==> config.mk <==
export PLATFORM = sky130hd
export DESIGN_NAME = id_exe_stage_reg_flat
export DESIGN_NICKNAME = d
export VERILOG_FILES = /design/src/rtl/id_exe_stage_reg_pkg.sv /design/src/rtl/id_exe_stage_reg_if.sv /design/src/rtl/id_exe_stage_reg_register.sv /design/src/rtl/id_exe_stage_reg.sv /design/src/flat_wrapper.sv
export SDC_FILE = /design/constraint.sdc
export NUM_CORES = 1
export LEC_CHECK = 0
export ABC_AREA = 1
export CAP_MARGIN = 20
export CORE_ASPECT_RATIO = 1.5
export CORE_MARGIN = 5
export CORE_UTILIZATION = 43
export DETAILED_ROUTE_END_ITERATION = 16
export PLACE_DENSITY = 0.94
export SKIP_CTS_REPAIR_TIMING = 1
export SLEW_MARGIN = 0
export SYNTH_ARGS = -nofsm -noshare
export SYNTH_HDL_FRONTEND = slang
export SYNTH_SLANG_ARGS = --single-unit
export TNS_END_PERCENT = 30
==> constraint.sdc <==
create_clock -name clk -period 3.8 [get_ports clk]
set_input_delay 0.38 -clock clk [delete_from_list [all_inputs] [get_ports clk]]
set_output_delay 0.38 -clock clk [all_outputs]
set_load 0.01 [all_outputs]
==> src/rtl/id_exe_stage_reg_pkg.sv <==
// Shared decode/execute constants and the control bundle layout.
package id_exe_stage_reg_pkg;

  localparam int ADDRESS_LEN     = 32;
  localparam int CTRL_BUNDLE_LEN = 9;

  // Ordering matches the packed control register: S, B, EXE_CMD, MEM_W_EN, MEM_R_EN, WB_EN
  typedef struct packed {
    logic       s;
    logic       b;
    logic [3:0] exe_cmd;
    logic       mem_w_en;
    logic       mem_r_en;
    logic       wb_en;
  } ctrl_bundle_t;

  // Decode signals a bubble by clearing every enable; EXE_CMD alone does not make a real op.
  function automatic logic is_decode_bubble(input ctrl_bundle_t c);
    return ~(c.s | c.b | c.mem_w_en | c.mem_r_en | c.wb_en);
  endfunction

endpackage

==> src/rtl/id_exe_stage_reg_if.sv <==
// Decode-to-execute bus: stage controls, decode-side fields and registered execute-side fields.
interface id_exe_stage_reg_if #(
  parameter int ADDRESS_LEN = 32,
  parameter int CNT_W       = 16
);
  logic                   freeze;
  logic                   flush;

  logic [ADDRESS_LEN-1:0] pc_in;
  logic                   S_in, B_in, MEM_W_EN_in, MEM_R_EN_in, WB_EN_in;
  logic [3:0]             EXE_CMD_in;
  logic [ADDRESS_LEN-1:0] Val_Rn_in, Val_Rm_in;
  logic                   imm_in;
  logic [11:0]            Shift_operand_in;
  logic [23:0]            Signed_imm_24_in;
  logic [3:0]             Dest_in, src1_in, src2_in;
  logic                   C_in;

  logic [ADDRESS_LEN-1:0] pc;
  logic                   S, B, MEM_W_EN, MEM_R_EN, WB_EN;
  logic [3:0]             EXE_CMD;
  logic [ADDRESS_LEN-1:0] Val_Rn, Val_Rm;
  logic                   imm;
  logic [11:0]            Shift_operand;
  logic [23:0]            Signed_imm_24;
  logic [3:0]             Dest, src1, src2;
  logic                   C;
  logic                   valid;
  logic [CNT_W-1:0]       squash_count;

  modport master (
    output freeze, flush, pc_in, S_in, B_in, MEM_W_EN_in, MEM_R_EN_in, WB_EN_in, EXE_CMD_in,
           Val_Rn_in, Val_Rm_in, imm_in, Shift_operand_in, Signed_imm_24_in, Dest_in,
           src1_in, src2_in, C_in,
    input  pc, S, B, MEM_W_EN, MEM_R_EN, WB_EN, EXE_CMD, Val_Rn, Val_Rm, imm, Shift_operand,
           Signed_imm_24, Dest, src1, src2, C, valid, squash_count
  );

  modport slave (
    input  freeze, flush, pc_in, S_in, B_in, MEM_W_EN_in, MEM_R_EN_in, WB_EN_in, EXE_CMD_in,
           Val_Rn_in, Val_Rm_in, imm_in, Shift_operand_in, Signed_imm_24_in, Dest_in,
           src1_in, src2_in, C_in,
    output pc, S, B, MEM_W_EN, MEM_R_EN, WB_EN, EXE_CMD, Val_Rn, Val_Rm, imm, Shift_operand,
           Signed_imm_24, Dest, src1, src2, C, valid, squash_count
  );
endinterface

==> src/rtl/id_exe_stage_reg_register.sv <==
// Generic pipeline field register: reset wins, then a load that can be forced to zero.
module id_exe_stage_reg_register #(
  parameter int WIDTH = 1
) (
  input  logic             clk,
  input  logic             rst,
  input  logic             load,
  input  logic             clear,
  input  logic [WIDTH-1:0] d,
  output logic [WIDTH-1:0] q
);

  // Hold when not loading; clear turns a load into a bubble.
  always_ff @(posedge clk) begin
    if (rst)       q <= '0;
    else if (load) q <= clear ? '0 : d;
  end

endmodule

==> src/rtl/id_exe_stage_reg.sv <==
// ID/EXE pipeline register with freeze, flush, valid tracking and a saturating squash counter.
module id_exe_stage_reg #(
  parameter int ADDRESS_LEN = id_exe_stage_reg_pkg::ADDRESS_LEN,
  parameter int CNT_W       = 16
) (
  input logic              clk,
  input logic              rst,
  id_exe_stage_reg_if.slave bus
);
  import id_exe_stage_reg_pkg::*;

  localparam int IMM_GRP_W = 1 + 12 + 24 + 4 + 4 + 4;
  localparam logic [CNT_W-1:0] CNT_MAX = '1;

  logic                       load;
  logic                       squash_now;
  ctrl_bundle_t               ctrl_d, ctrl_q;
  logic [2*ADDRESS_LEN-1:0]   opnd_q;
  logic [IMM_GRP_W-1:0]       imm_grp_q;
  logic [ADDRESS_LEN:0]       cpc_q;
  logic                       valid_q;
  logic [CNT_W-1:0]           cnt_q;

  // Freeze stalls every group at once, so one load enable serves all of them.
  assign load   = ~bus.freeze;
  assign ctrl_d = {bus.S_in, bus.B_in, bus.EXE_CMD_in, bus.MEM_W_EN_in, bus.MEM_R_EN_in, bus.WB_EN_in};

  // A slot is squashed by an execute-side flush or by decode handing over a bubble.
  assign squash_now = bus.flush | is_decode_bubble(ctrl_d);

  id_exe_stage_reg_register #(.WIDTH(CTRL_BUNDLE_LEN)) u_ctrl (
    .clk(clk), .rst(rst), .load(load), .clear(bus.flush),
    .d(ctrl_d), .q(ctrl_q)
  );

  id_exe_stage_reg_register #(.WIDTH(2*ADDRESS_LEN)) u_opnd (
    .clk(clk), .rst(rst), .load(load), .clear(bus.flush),
    .d({bus.Val_Rn_in, bus.Val_Rm_in}), .q(opnd_q)
  );

  id_exe_stage_reg_register #(.WIDTH(IMM_GRP_W)) u_imm (
    .clk(clk), .rst(rst), .load(load), .clear(bus.flush),
    .d({bus.imm_in, bus.Shift_operand_in, bus.Signed_imm_24_in, bus.Dest_in, bus.src1_in, bus.src2_in}),
    .q(imm_grp_q)
  );

  id_exe_stage_reg_register #(.WIDTH(ADDRESS_LEN+1)) u_cpc (
    .clk(clk), .rst(rst), .load(load), .clear(bus.flush),
    .d({bus.C_in, bus.pc_in}), .q(cpc_q)
  );

  // Valid follows each load; the counter bumps once per squashed slot and sticks at max.
  always_ff @(posedge clk) begin
    if (rst) begin
      valid_q <= 1'b0;
      cnt_q   <= '0;
    end else if (load) begin
      valid_q <= ~squash_now;
      if (squash_now && cnt_q != CNT_MAX) cnt_q <= cnt_q + 1'b1;
    end
  end

  assign {bus.S, bus.B, bus.EXE_CMD, bus.MEM_W_EN, bus.MEM_R_EN, bus.WB_EN} = ctrl_q;
  assign {bus.Val_Rn, bus.Val_Rm} = opnd_q;
  assign {bus.imm, bus.Shift_operand, bus.Signed_imm_24, bus.Dest, bus.src1, bus.src2} = imm_grp_q;
  assign {bus.C, bus.pc} = cpc_q;
  assign bus.valid        = valid_q;
  assign bus.squash_count = cnt_q;

endmodule

==> src/flat_wrapper.sv <==
// flat-port wrapper written by rule: the top's interface ports become plain ports
module id_exe_stage_reg_flat import id_exe_stage_reg_pkg::*;
#(
  parameter int ADDRESS_LEN = id_exe_stage_reg_pkg::ADDRESS_LEN,
  parameter int CNT_W       = 16
)
  (clk, rst, bus_freeze, bus_flush, bus_pc_in, bus_S_in, bus_B_in, bus_MEM_W_EN_in, bus_MEM_R_EN_in, bus_WB_EN_in, bus_EXE_CMD_in, bus_Val_Rn_in, bus_Val_Rm_in, bus_imm_in, bus_Shift_operand_in, bus_Signed_imm_24_in, bus_Dest_in, bus_src1_in, bus_src2_in, bus_C_in, bus_pc, bus_S, bus_B, bus_MEM_W_EN, bus_MEM_R_EN, bus_WB_EN, bus_EXE_CMD, bus_Val_Rn, bus_Val_Rm, bus_imm, bus_Shift_operand, bus_Signed_imm_24, bus_Dest, bus_src1, bus_src2, bus_C, bus_valid, bus_squash_count);
  id_exe_stage_reg_if #(.ADDRESS_LEN(ADDRESS_LEN), .CNT_W(CNT_W)) bus_i ();
  input logic clk;
  input logic rst;
  input wire logic [$bits(bus_i.freeze)-1:0] bus_freeze;
  input wire logic [$bits(bus_i.flush)-1:0] bus_flush;
  input wire logic [$bits(bus_i.pc_in)-1:0] bus_pc_in;
  input wire logic [$bits(bus_i.S_in)-1:0] bus_S_in;
  input wire logic [$bits(bus_i.B_in)-1:0] bus_B_in;
  input wire logic [$bits(bus_i.MEM_W_EN_in)-1:0] bus_MEM_W_EN_in;
  input wire logic [$bits(bus_i.MEM_R_EN_in)-1:0] bus_MEM_R_EN_in;
  input wire logic [$bits(bus_i.WB_EN_in)-1:0] bus_WB_EN_in;
  input wire logic [$bits(bus_i.EXE_CMD_in)-1:0] bus_EXE_CMD_in;
  input wire logic [$bits(bus_i.Val_Rn_in)-1:0] bus_Val_Rn_in;
  input wire logic [$bits(bus_i.Val_Rm_in)-1:0] bus_Val_Rm_in;
  input wire logic [$bits(bus_i.imm_in)-1:0] bus_imm_in;
  input wire logic [$bits(bus_i.Shift_operand_in)-1:0] bus_Shift_operand_in;
  input wire logic [$bits(bus_i.Signed_imm_24_in)-1:0] bus_Signed_imm_24_in;
  input wire logic [$bits(bus_i.Dest_in)-1:0] bus_Dest_in;
  input wire logic [$bits(bus_i.src1_in)-1:0] bus_src1_in;
  input wire logic [$bits(bus_i.src2_in)-1:0] bus_src2_in;
  input wire logic [$bits(bus_i.C_in)-1:0] bus_C_in;
  output wire logic [$bits(bus_i.pc)-1:0] bus_pc;
  output wire logic [$bits(bus_i.S)-1:0] bus_S;
  output wire logic [$bits(bus_i.B)-1:0] bus_B;
  output wire logic [$bits(bus_i.MEM_W_EN)-1:0] bus_MEM_W_EN;
  output wire logic [$bits(bus_i.MEM_R_EN)-1:0] bus_MEM_R_EN;
  output wire logic [$bits(bus_i.WB_EN)-1:0] bus_WB_EN;
  output wire logic [$bits(bus_i.EXE_CMD)-1:0] bus_EXE_CMD;
  output wire logic [$bits(bus_i.Val_Rn)-1:0] bus_Val_Rn;
  output wire logic [$bits(bus_i.Val_Rm)-1:0] bus_Val_Rm;
  output wire logic [$bits(bus_i.imm)-1:0] bus_imm;
  output wire logic [$bits(bus_i.Shift_operand)-1:0] bus_Shift_operand;
  output wire logic [$bits(bus_i.Signed_imm_24)-1:0] bus_Signed_imm_24;
  output wire logic [$bits(bus_i.Dest)-1:0] bus_Dest;
  output wire logic [$bits(bus_i.src1)-1:0] bus_src1;
  output wire logic [$bits(bus_i.src2)-1:0] bus_src2;
  output wire logic [$bits(bus_i.C)-1:0] bus_C;
  output wire logic [$bits(bus_i.valid)-1:0] bus_valid;
  output wire logic [$bits(bus_i.squash_count)-1:0] bus_squash_count;
  assign bus_i.freeze = bus_freeze;
  assign bus_i.flush = bus_flush;
  assign bus_i.pc_in = bus_pc_in;
  assign bus_i.S_in = bus_S_in;
  assign bus_i.B_in = bus_B_in;
  assign bus_i.MEM_W_EN_in = bus_MEM_W_EN_in;
  assign bus_i.MEM_R_EN_in = bus_MEM_R_EN_in;
  assign bus_i.WB_EN_in = bus_WB_EN_in;
  assign bus_i.EXE_CMD_in = bus_EXE_CMD_in;
  assign bus_i.Val_Rn_in = bus_Val_Rn_in;
  assign bus_i.Val_Rm_in = bus_Val_Rm_in;
  assign bus_i.imm_in = bus_imm_in;
  assign bus_i.Shift_operand_in = bus_Shift_operand_in;
  assign bus_i.Signed_imm_24_in = bus_Signed_imm_24_in;
  assign bus_i.Dest_in = bus_Dest_in;
  assign bus_i.src1_in = bus_src1_in;
  assign bus_i.src2_in = bus_src2_in;
  assign bus_i.C_in = bus_C_in;
  assign bus_pc = bus_i.pc;
  assign bus_S = bus_i.S;
  assign bus_B = bus_i.B;
  assign bus_MEM_W_EN = bus_i.MEM_W_EN;
  assign bus_MEM_R_EN = bus_i.MEM_R_EN;
  assign bus_WB_EN = bus_i.WB_EN;
  assign bus_EXE_CMD = bus_i.EXE_CMD;
  assign bus_Val_Rn = bus_i.Val_Rn;
  assign bus_Val_Rm = bus_i.Val_Rm;
  assign bus_imm = bus_i.imm;
  assign bus_Shift_operand = bus_i.Shift_operand;
  assign bus_Signed_imm_24 = bus_i.Signed_imm_24;
  assign bus_Dest = bus_i.Dest;
  assign bus_src1 = bus_i.src1;
  assign bus_src2 = bus_i.src2;
  assign bus_C = bus_i.C;
  assign bus_valid = bus_i.valid;
  assign bus_squash_count = bus_i.squash_count;
  id_exe_stage_reg #(.ADDRESS_LEN(ADDRESS_LEN), .CNT_W(CNT_W)) u_core (.clk(clk), .rst(rst), .bus(bus_i));
endmodule
After elaboration in Yosys (flattened, before gate mapping)
Index checks and enable logic that the tools add are counted.
Cells by class
  equality and inequality tests: 1
  add/sub/neg operators: 1
  reduce and logical (&&, ||, !) cells: 2
  bitwise operators: 8
  multiplexer cells: 4
Operator list (count)
  $mux 64: 1
  $mux 49: 1
  $mux 33: 1
  $add 16x1->16 const B: 1
  $ne 16x16->1 const B: 1
  $mux 9: 1
  $or 1x1->1: 5
  $not 1->1: 3
  $reduce_and 2->1: 1
  $logic_and 1x1->1: 1
Storage, ports and cells
  input port bits: 159
  register bits after elaboration: 172

Longest topological paths before layout
Gate-level depths: netlist of the first run.
  depth after elaboration: 8
  mapped depth: 10
  gate-level depth less buffers: 10

By module
From an unflattened synthesis of the first run, not the netlist that was laid out.
Second synthesis, totals
  cells, all modules: 854
  area, all modules: 6906.6 um2
Modules (own cells, without submodules)
  id_exe_stage_reg_register (u_core.u_opnd): sequential area each 1281.2 um2, area each 2384.8 um2, instances 1, cells each 284
  id_exe_stage_reg_register (u_core.u_imm): sequential area each 980.9 um2, area each 1868.0 um2, instances 1, cells each 219
  id_exe_stage_reg_register (u_core.u_cpc): sequential area each 660.6 um2, area each 1273.7 um2, instances 1, cells each 148
  id_exe_stage_reg: sequential area each 340.3 um2, area each 1053.5 um2, instances 1, cells each 163
  id_exe_stage_reg_register (u_core.u_ctrl): sequential area each 180.2 um2, area each 326.6 um2, instances 1, cells each 40

Least setup slack after synthesis of the first run
OpenSTA, ideal clock, no wires.
  path kind: register to register
  start: register u_core.cnt_q[1], in the netlist u_core.bus.squash_count[1]
  end: register u_core.cnt_q[11], in the netlist u_core.bus.squash_count[11]
  arrival: 1.331 ns
  setup time: 0.114 ns
  path buffers: 1
  clock period less this slack: 1.445 ns
  stages on the path, launching flop included: 10
  setup slack: 2.355 ns
  required time: 3.686 ns
  cell sequence: dfxtp_1 > ha_1 > nand2_1 > nor2_2 > nand3_1 > nor2_1 > nor2_1 > buf_6 > o21bai_1 > nor2_1
Between the ends
  cells in the longest elaborated chain, start to end: 3
  elaborated cells on any way between the ends: 4
  classes of those cells: add/sub (1); eq/ne (1); reduce/logical (2)
RTL lines
  start: declaration: line id_exe_stage_reg.sv:22  | logic [CNT_W-1:0] cnt_q;
  start signal: assignment: line id_exe_stage_reg.sv:59  | if (squash_now && cnt_q != CNT_MAX) cnt_q <= cnt_q + 1'b1;
  parallel branches: the longest is 3 deep, another holds $add 16x1->16
Several ways; the timed one is not identified.
A chain may end at the register's enable or synchronous reset.

Worst setup path after layout of the first run
  start: register u_core.cnt_q[2], in the netlist u_core.bus.squash_count[2]
  end: output port bus_squash_count[2]
RTL lines
  end: declaration: line flat_wrapper.sv:46  | output wire logic [$bits(bus_i.squash_count)-1:0] bus_squash_count;
No word-level cell between the ends.

==> results of run 1 <==
## flip-flops by register name, indices dropped and copies added, names as in the netlist
name / count
u_core.u_opnd.q: 64
u_core.u_imm.q: 49
u_core.u_cpc.q: 33
u_core.bus.squash_count: 16
u_core.u_ctrl.q: 9
u_core.bus.valid: 1
## where the power goes
part / switching [µW] / leakage [µW] / internal (µW)
logic: 229 / 0.00199 / 306
registers: 41.7 / 0.00140 / 1870
clock network: 761 / 0.000269 / 922
## worst reg2reg max path, stage by stage (launching register included)
cell and delay (ns):
dfxtp_1 0.37, ha_1 0.26, nand2_1 0.09, nor2_2 0.05, nand3_1 0.10, nor2_1 0.05, nor2_1 0.52, nand2_1 0.13
a21oi_1 0.16
## worst max-delay path by stage
stage / endpoint / cells past startpoint
2_1_floorplan: u_core.bus.squash_count[11] / 9
3_3_place_gp: u_core.u_cpc.q[3] / 4
3_5_place_dp: u_core.u_opnd.q[30] / 4
4_1_cts: bus_squash_count[2] / 1
5_1_grt: u_core.u_opnd.q[30] / 4
6_report: bus_squash_count[2] / 1
## layout make-up
cell class                 count  area, µm²  share of cell area
clock buffer                  19      432.9             0.04221
multi-input combinational    593       2585              0.2520
timing repair buffer         334       3366              0.3281
tap                          196      245.2             0.02391
clock inverter                13      132.6             0.01293
inverter                      14      52.55            0.005123
sequential                   172       3443              0.3357
## cells in the final DEF, fill, tap and decap left out, types with 4 or more instances in the layout
cell and instances:
xor2_1 4, nand2_2 4, inv_1 14, dfxtp_1 172, nand3_1 8, nand2_1 358, inv_6 4, xnor2_1 5
clkbuf_16 17, a21oi_1 161, nor2_4 4, clkdlybuf4s50_1 328, a21oi_2 4, nor2_1 33
## per-layer routing
metal,vias up,track usage,wire [µm]
li1,3242,-,-
met5,-,0,0
met3,47,0.08966,2430
met4,0,0.09085,619
met1,2966,0.2408,7484
met2,288,0.4010,10180
## kinds of logic after synthesis
| logic type | count (synthesis) |
|---|---|
| AND/OR/NAND/NOR | 412 |
| flip-flops | 172 |
| XOR/XNOR | 9 |
| AO/OA/AOI/OAI | 171 |
| adder cells (fa/ha/maj) | 1 |
| buffers and inverters | 69 |
## per-stage QoR
step | setup slack (ns) | instance area [µm²] | instances | hold WS, ns
floorplan | 2.355 | 6324 | 834 | 0.4805
global placement | 1.599 | 9692 | 1309 | 0.4444
detailed placement | 1.561 | 9692 | 1309 | 0.4485
CTS | 1.899 | 10260 | 1341 | 0.4577
global route | 1.806 | 10260 | 1341 | 0.4807
finish | 1.913 | 10260 | 1341 | 0.4537
==> results.ini, run 1 <==
[timing]
setup_tns_ns=0
tightest_slew_ns=0.9847
timing.final.setup_violations=0
fmax_ghz=0.5299
rsz0062_at_grt=false
fin_crit_sh=0.4966
max_slew_margin=0.3435
maxSlewViolCount=0
clock_skew_ns=0.008844
post-route-min-period_ns=1.887
hold_viol=0

[worst_setup_path]
crit_family=buffers and inverters
critPathMaxStageDelay_ns=0.61
cp_cell_sequence=clkdlybuf4s50_1
cpMaxStageDelayCell=clkdlybuf4s50_1
worst-path-buf-inv=1
path_class=reg2out
startpoint=u_core.bus.squash_count[2]
endpoint_kind=output port
critical_path_required_ns=3.42
arrival_ns=1.51
reg2regPathDepth=8
worstPathMaxFanout=7
critPathLaunchType=flop
reg2reg_setup_slack_ns=2.02
r2r_end=u_core.bus.squash_count[15]
r2r-start=u_core.bus.squash_count[0]

[clocking]
h-tree-depth=4
clk_latency_ns=0.41
cts_tree=yes
cts_sinks=172
cts_buffers=17
cts_root_buffer=clkbuf_16
clk_path_buf_depth=2
clk_pin_slew_worst_paths_ns=0.07

[grt]
grt_pass1_wl_mm=31.08
antenna_found_initial=0
grt-ovfl-total=0
grt_usage=0.2276
grt_pass1_vias=6274
grt_max_degree=111

[floorplan]
coreArea_um2=14530
die_w_um=109.0
die_area_um2=17280
rows=54
die_h_um=158.5
initial_core_util=0.4353
io_pins=331

[synthesis]
syn-cell-area_um2=6324
synth-xor-area-share=0.01247
netlist.area_leader.share=0.5445
synth_compound_area_frac=0.1389
yosysSeqAreaShare=0.5445
postSynth.asyncResetShare=0
synth_simple_gate_area_frac=0.2543
syn_inst=834
synth_top_family_by_area=simple AND/OR/NAND/NOR gates
ys_top_cells_by_area=dfxtp_1 54%, nand2_1 21%, a21oi_1 13%
muxShareOfSynthArea=0
synth_nets=994
synth-edff-count=0
synth_top_cell_by_area=dfxtp_1
synthAdderAreaFrac=0.001979
post-synth-top-count-cell=nand2_1
synth_cell_types=23
yosys-top-cells-count=358 x nand2_1, 172 x dfxtp_1, 161 x a21oi_1, 34 x nor2_1, 30 x clkbuf_1
avgSynthCellArea_um2=7.582
yosysWarnings=0
synth_seq_cells=172
ys.flop_type=dfxtp_1

[pwr]
p_leak_uw=0.003666
power.density_nw_per_um2=402.7
ir_worst_vdd_uv=270.4
finalPower_uw=4131

[detailed_routing]
wire_per_inst_um=15.44
vias_per_cell=4.879
drt_iter0_drc=378
routed-via-count=6543
ant_nets=0
wirelength_mm=20.71
dr.pass1.iters=5
route.detailed.drc=0

[worst_hold_path]
min_to=u_core.u_cpc.q[10]
hp-class=reg2reg
hold_depth=2
worstHoldStart=u_core.u_cpc.q[10]

[cells_and_area]
final_layout_size_suffix_gt1_frac=0.04454
num-fill-cells=1048
finish.net_count=1292
area_growth_pct=62.21
final_core_util=0.7061
diodes=0

[placement]
dp_hpwl_mm=14.96
place.gp.congestion=0.9148
io_buffer_count=330

[job]
drv_cap=0

[run_status]
status=finished clean

(Power assumes the default switching activity.)
==> run 2: changes to the inputs <==
--- a/config.mk
+++ b/config.mk
@@ -9,9 +9,9 @@
 export CAP_MARGIN = 20
 export CORE_ASPECT_RATIO = 1.5
 export CORE_MARGIN = 5
-export CORE_UTILIZATION = 43
+export CORE_UTILIZATION = 36
 export DETAILED_ROUTE_END_ITERATION = 16
-export PLACE_DENSITY = 0.94
+export PLACE_DENSITY = 0.85
 export SKIP_CTS_REPAIR_TIMING = 1
 export SLEW_MARGIN = 0
 export SYNTH_ARGS = -nofsm -noshare
==> constraint.sdc (replaced) <==
create_clock -name clk -period 1.7 [get_ports clk]
set_input_delay 0.17 -clock clk [delete_from_list [all_inputs] [get_ports clk]]
set_output_delay 0.17 -clock clk [all_outputs]
set_load 0.01 [all_outputs]
==> run 2 against run 1 <==
  * Power increased by 140%
  * Global-route usage decreased by 3.4 points
  * Critical path depth unchanged
  * Clock skew decreased by 0.0028 ns
  * Cell area increased by 2.9%
  * Clock power increased by 150%
  * Via count increased by 1.2%
  * First-iteration DRC count increased by 18%
  * Flip-flop and latch count unchanged
  * Core utilization decreased by 9.8 points
  * Register-to-register slack got worse by 1.8 ns
  * Sequential power increased by 120%
==> results.ini, run 2 (same netlist as run 1, synthesis figures left out) <==
[clocking]
clk_path_buf_depth=2  ; unchanged
cts_tree=yes
clk_latency_ns=0.41  ; about the same
cts_buffers=17  ; unchanged
cts_root_buffer=clkbuf_16
cts_sinks=172  ; unchanged
clk_pin_slew_worst_paths_ns=0.07  ; about the same
h-tree-depth=4  ; unchanged

[grt]
use_met1=0.2008  ; -0.03999
grt-ovfl-total=0  ; unchanged
use_met3=0.06315  ; -0.02650
grt_pass1_vias=6406  ; +2.1%
grt_pass1_wl_mm=32.05  ; +3.1%
grt_max_degree=125  ; +13%
grt_usage=0.1936  ; -0.03402
grt_use_met2=0.3510  ; -0.05003
antenna_found_initial=1  ; +1
globalRoute.busiestLayer=met2

[pwr]
netSwitchingFraction=0.2373  ; -0.01229
clkPwrFrac=0.431  ; +0.024
power_frac_seq=0.440  ; -0.023
p_leak_uw=0.003819  ; +4.2%
ir_worst_vdd_uv=727.4  ; +170%
power.density_nw_per_um2=920.1  ; +130%
cell_internal_pwr_uw=7406  ; +140%
p_switching_uw=2305  ; +120%
combPwrFrac=0.130  ; about the same

[placement]
place_inst=1344  ; +2.7%
dp_hpwl_mm=15.60  ; +4.3%
dpl_worst_slack_ns=-0.1614  ; -1.722 ns
dpl_cell_area_um2=9923  ; +2.4%
io_buffer_count=330  ; unchanged
place.gp.congestion=0.8258  ; -9.7%

[floorplan]
io_pins=331  ; unchanged
initial_core_util=0.3645  ; -0.07080
rows=59  ; +9.3%
die_w_um=118.2  ; +8.4%
die_area_um2=20370  ; +18%
die_h_um=172.3  ; +8.7%
coreArea_um2=17350  ; +19%

[cells_and_area]
area_growth_pct=66.92
top_register=u_core.u_opnd.q
layout_commonest_cell=nand2_1
final_layout_size_suffix_gt1_frac=0.06110  ; +0.01656
fin_cells=1375  ; +2.5%
final_cell_mix=358 x nand2_1, 328 x clkdlybuf4s50_1, 171 x dfxtp_1
biggestRegsByFlops=u_core.u_opnd.q x64, u_core.u_imm.q x49, u_core.u_cpc.q x33
largest_reg_flops=64  ; unchanged
finish.net_count=1310  ; +1.4%
final_area_um2=10560  ; +2.9%
final_core_util=0.6084  ; -0.09768
diodes=0  ; unchanged

[worst_setup_path]
worstPathMaxFanout=5  ; -2
path_class=reg2out
worst-path-buf-inv=1  ; unchanged
arrival_ns=1.46  ; -0.05 ns
endpoint_kind=output port
cpMaxStageDelayCell=clkdlybuf4s50_1
critical_path_required_ns=1.53  ; -1.89 ns
crit_family=buffers and inverters
cp_cell_sequence=clkdlybuf4s50_1
critPathMaxStageDelay_ns=0.59  ; -0.02 ns
critPathLaunchType=flop

[detailed_routing]
routed-via-count=6624  ; +1.2%
wire_per_inst_um=15.33  ; -0.72%
vias_per_cell=4.817  ; -1.3%
route.detailed.drc=0  ; unchanged
dr.pass1.iters=4  ; -1
drt_iter0_drc=447  ; +18%
wirelength_mm=21.08  ; +1.8%
ant_nets=0  ; unchanged

[timing]
fmax_ghz=0.6144
clock_skew_ns=0.005998  ; -0.002846 ns
hold_viol=0  ; unchanged
post-route-min-period_ns=1.628
maxSlewViolCount=0  ; unchanged
timing.final.setup_violations=0  ; unchanged
fin_crit_sh=0.9574
tightest_slew_ns=0.5557  ; -0.4290 ns
rsz0062_at_grt=false
setup_tns_ns=0  ; unchanged
max_slew_margin=0.6295  ; +0.2860
fin_ws_ns=0.07242  ; -1.840 ns

[worst_hold_path]
hp-class=in2reg

[job]
drv_cap=0  ; unchanged

[run_status]
status=finished clean

## run 2: cell types whose count changed in the layout (fill, tap and decap cells not counted), sizes merged
cell	change
buf	+18
clkinv	-1
clkbuf	-2
clkinvlp	-1
bufinv	+3
## run 2: path summary, 6_finish.rpt
check                              from                     endpoint  slack [ns]  depth (start not counted)
max          u_core.bus.squash_count[9]          bus_squash_count[9]        0.07                          1
min                          bus_freeze           u_core.u_imm.q[33]        0.09                          3
max reg2reg  u_core.bus.squash_count[0]  u_core.bus.squash_count[11]        0.21                          9
min reg2reg         u_core.u_opnd.q[18]          u_core.u_opnd.q[18]        0.46                          2
## run 2: cell type report
type	count	area [µm²]
clock buffer	17	425.4
sequential	172	3445
fill	1448	6793
inverter	14	52.55
timing repair buffer	352	3576
multi-input combinational	593	2585
clock inverter	14	205.2
tap	213	266.5
## run 2: per-layer routing
metal  vias up  share of wire
met5         -        0.00062
met4         2          0.034
met3        49          0.081
met2       259           0.53
met1      3029           0.36
li1       3285              -
## run 2: power groups by stage
stage	Combinational [µW]	Sequential (µW)	Clock [µW]
after floorplan	361	4430	0
after global placement	1250	4350	0
after detailed placement	1270	4360	0
after CTS	1270	4270	4260
after global routing	1360	4280	4460
final	1260	4270	4180
## run 2: per-stage QoR
stage          hold WS, ns  total power (µW)
2_1_floorplan       0.3134              4790
3_3_place_gp        0.4424              5602
3_5_place_dp        0.4537              5627
4_1_cts            0.06323              9806
5_1_grt            0.09089             10100
6_report           0.08617              9711
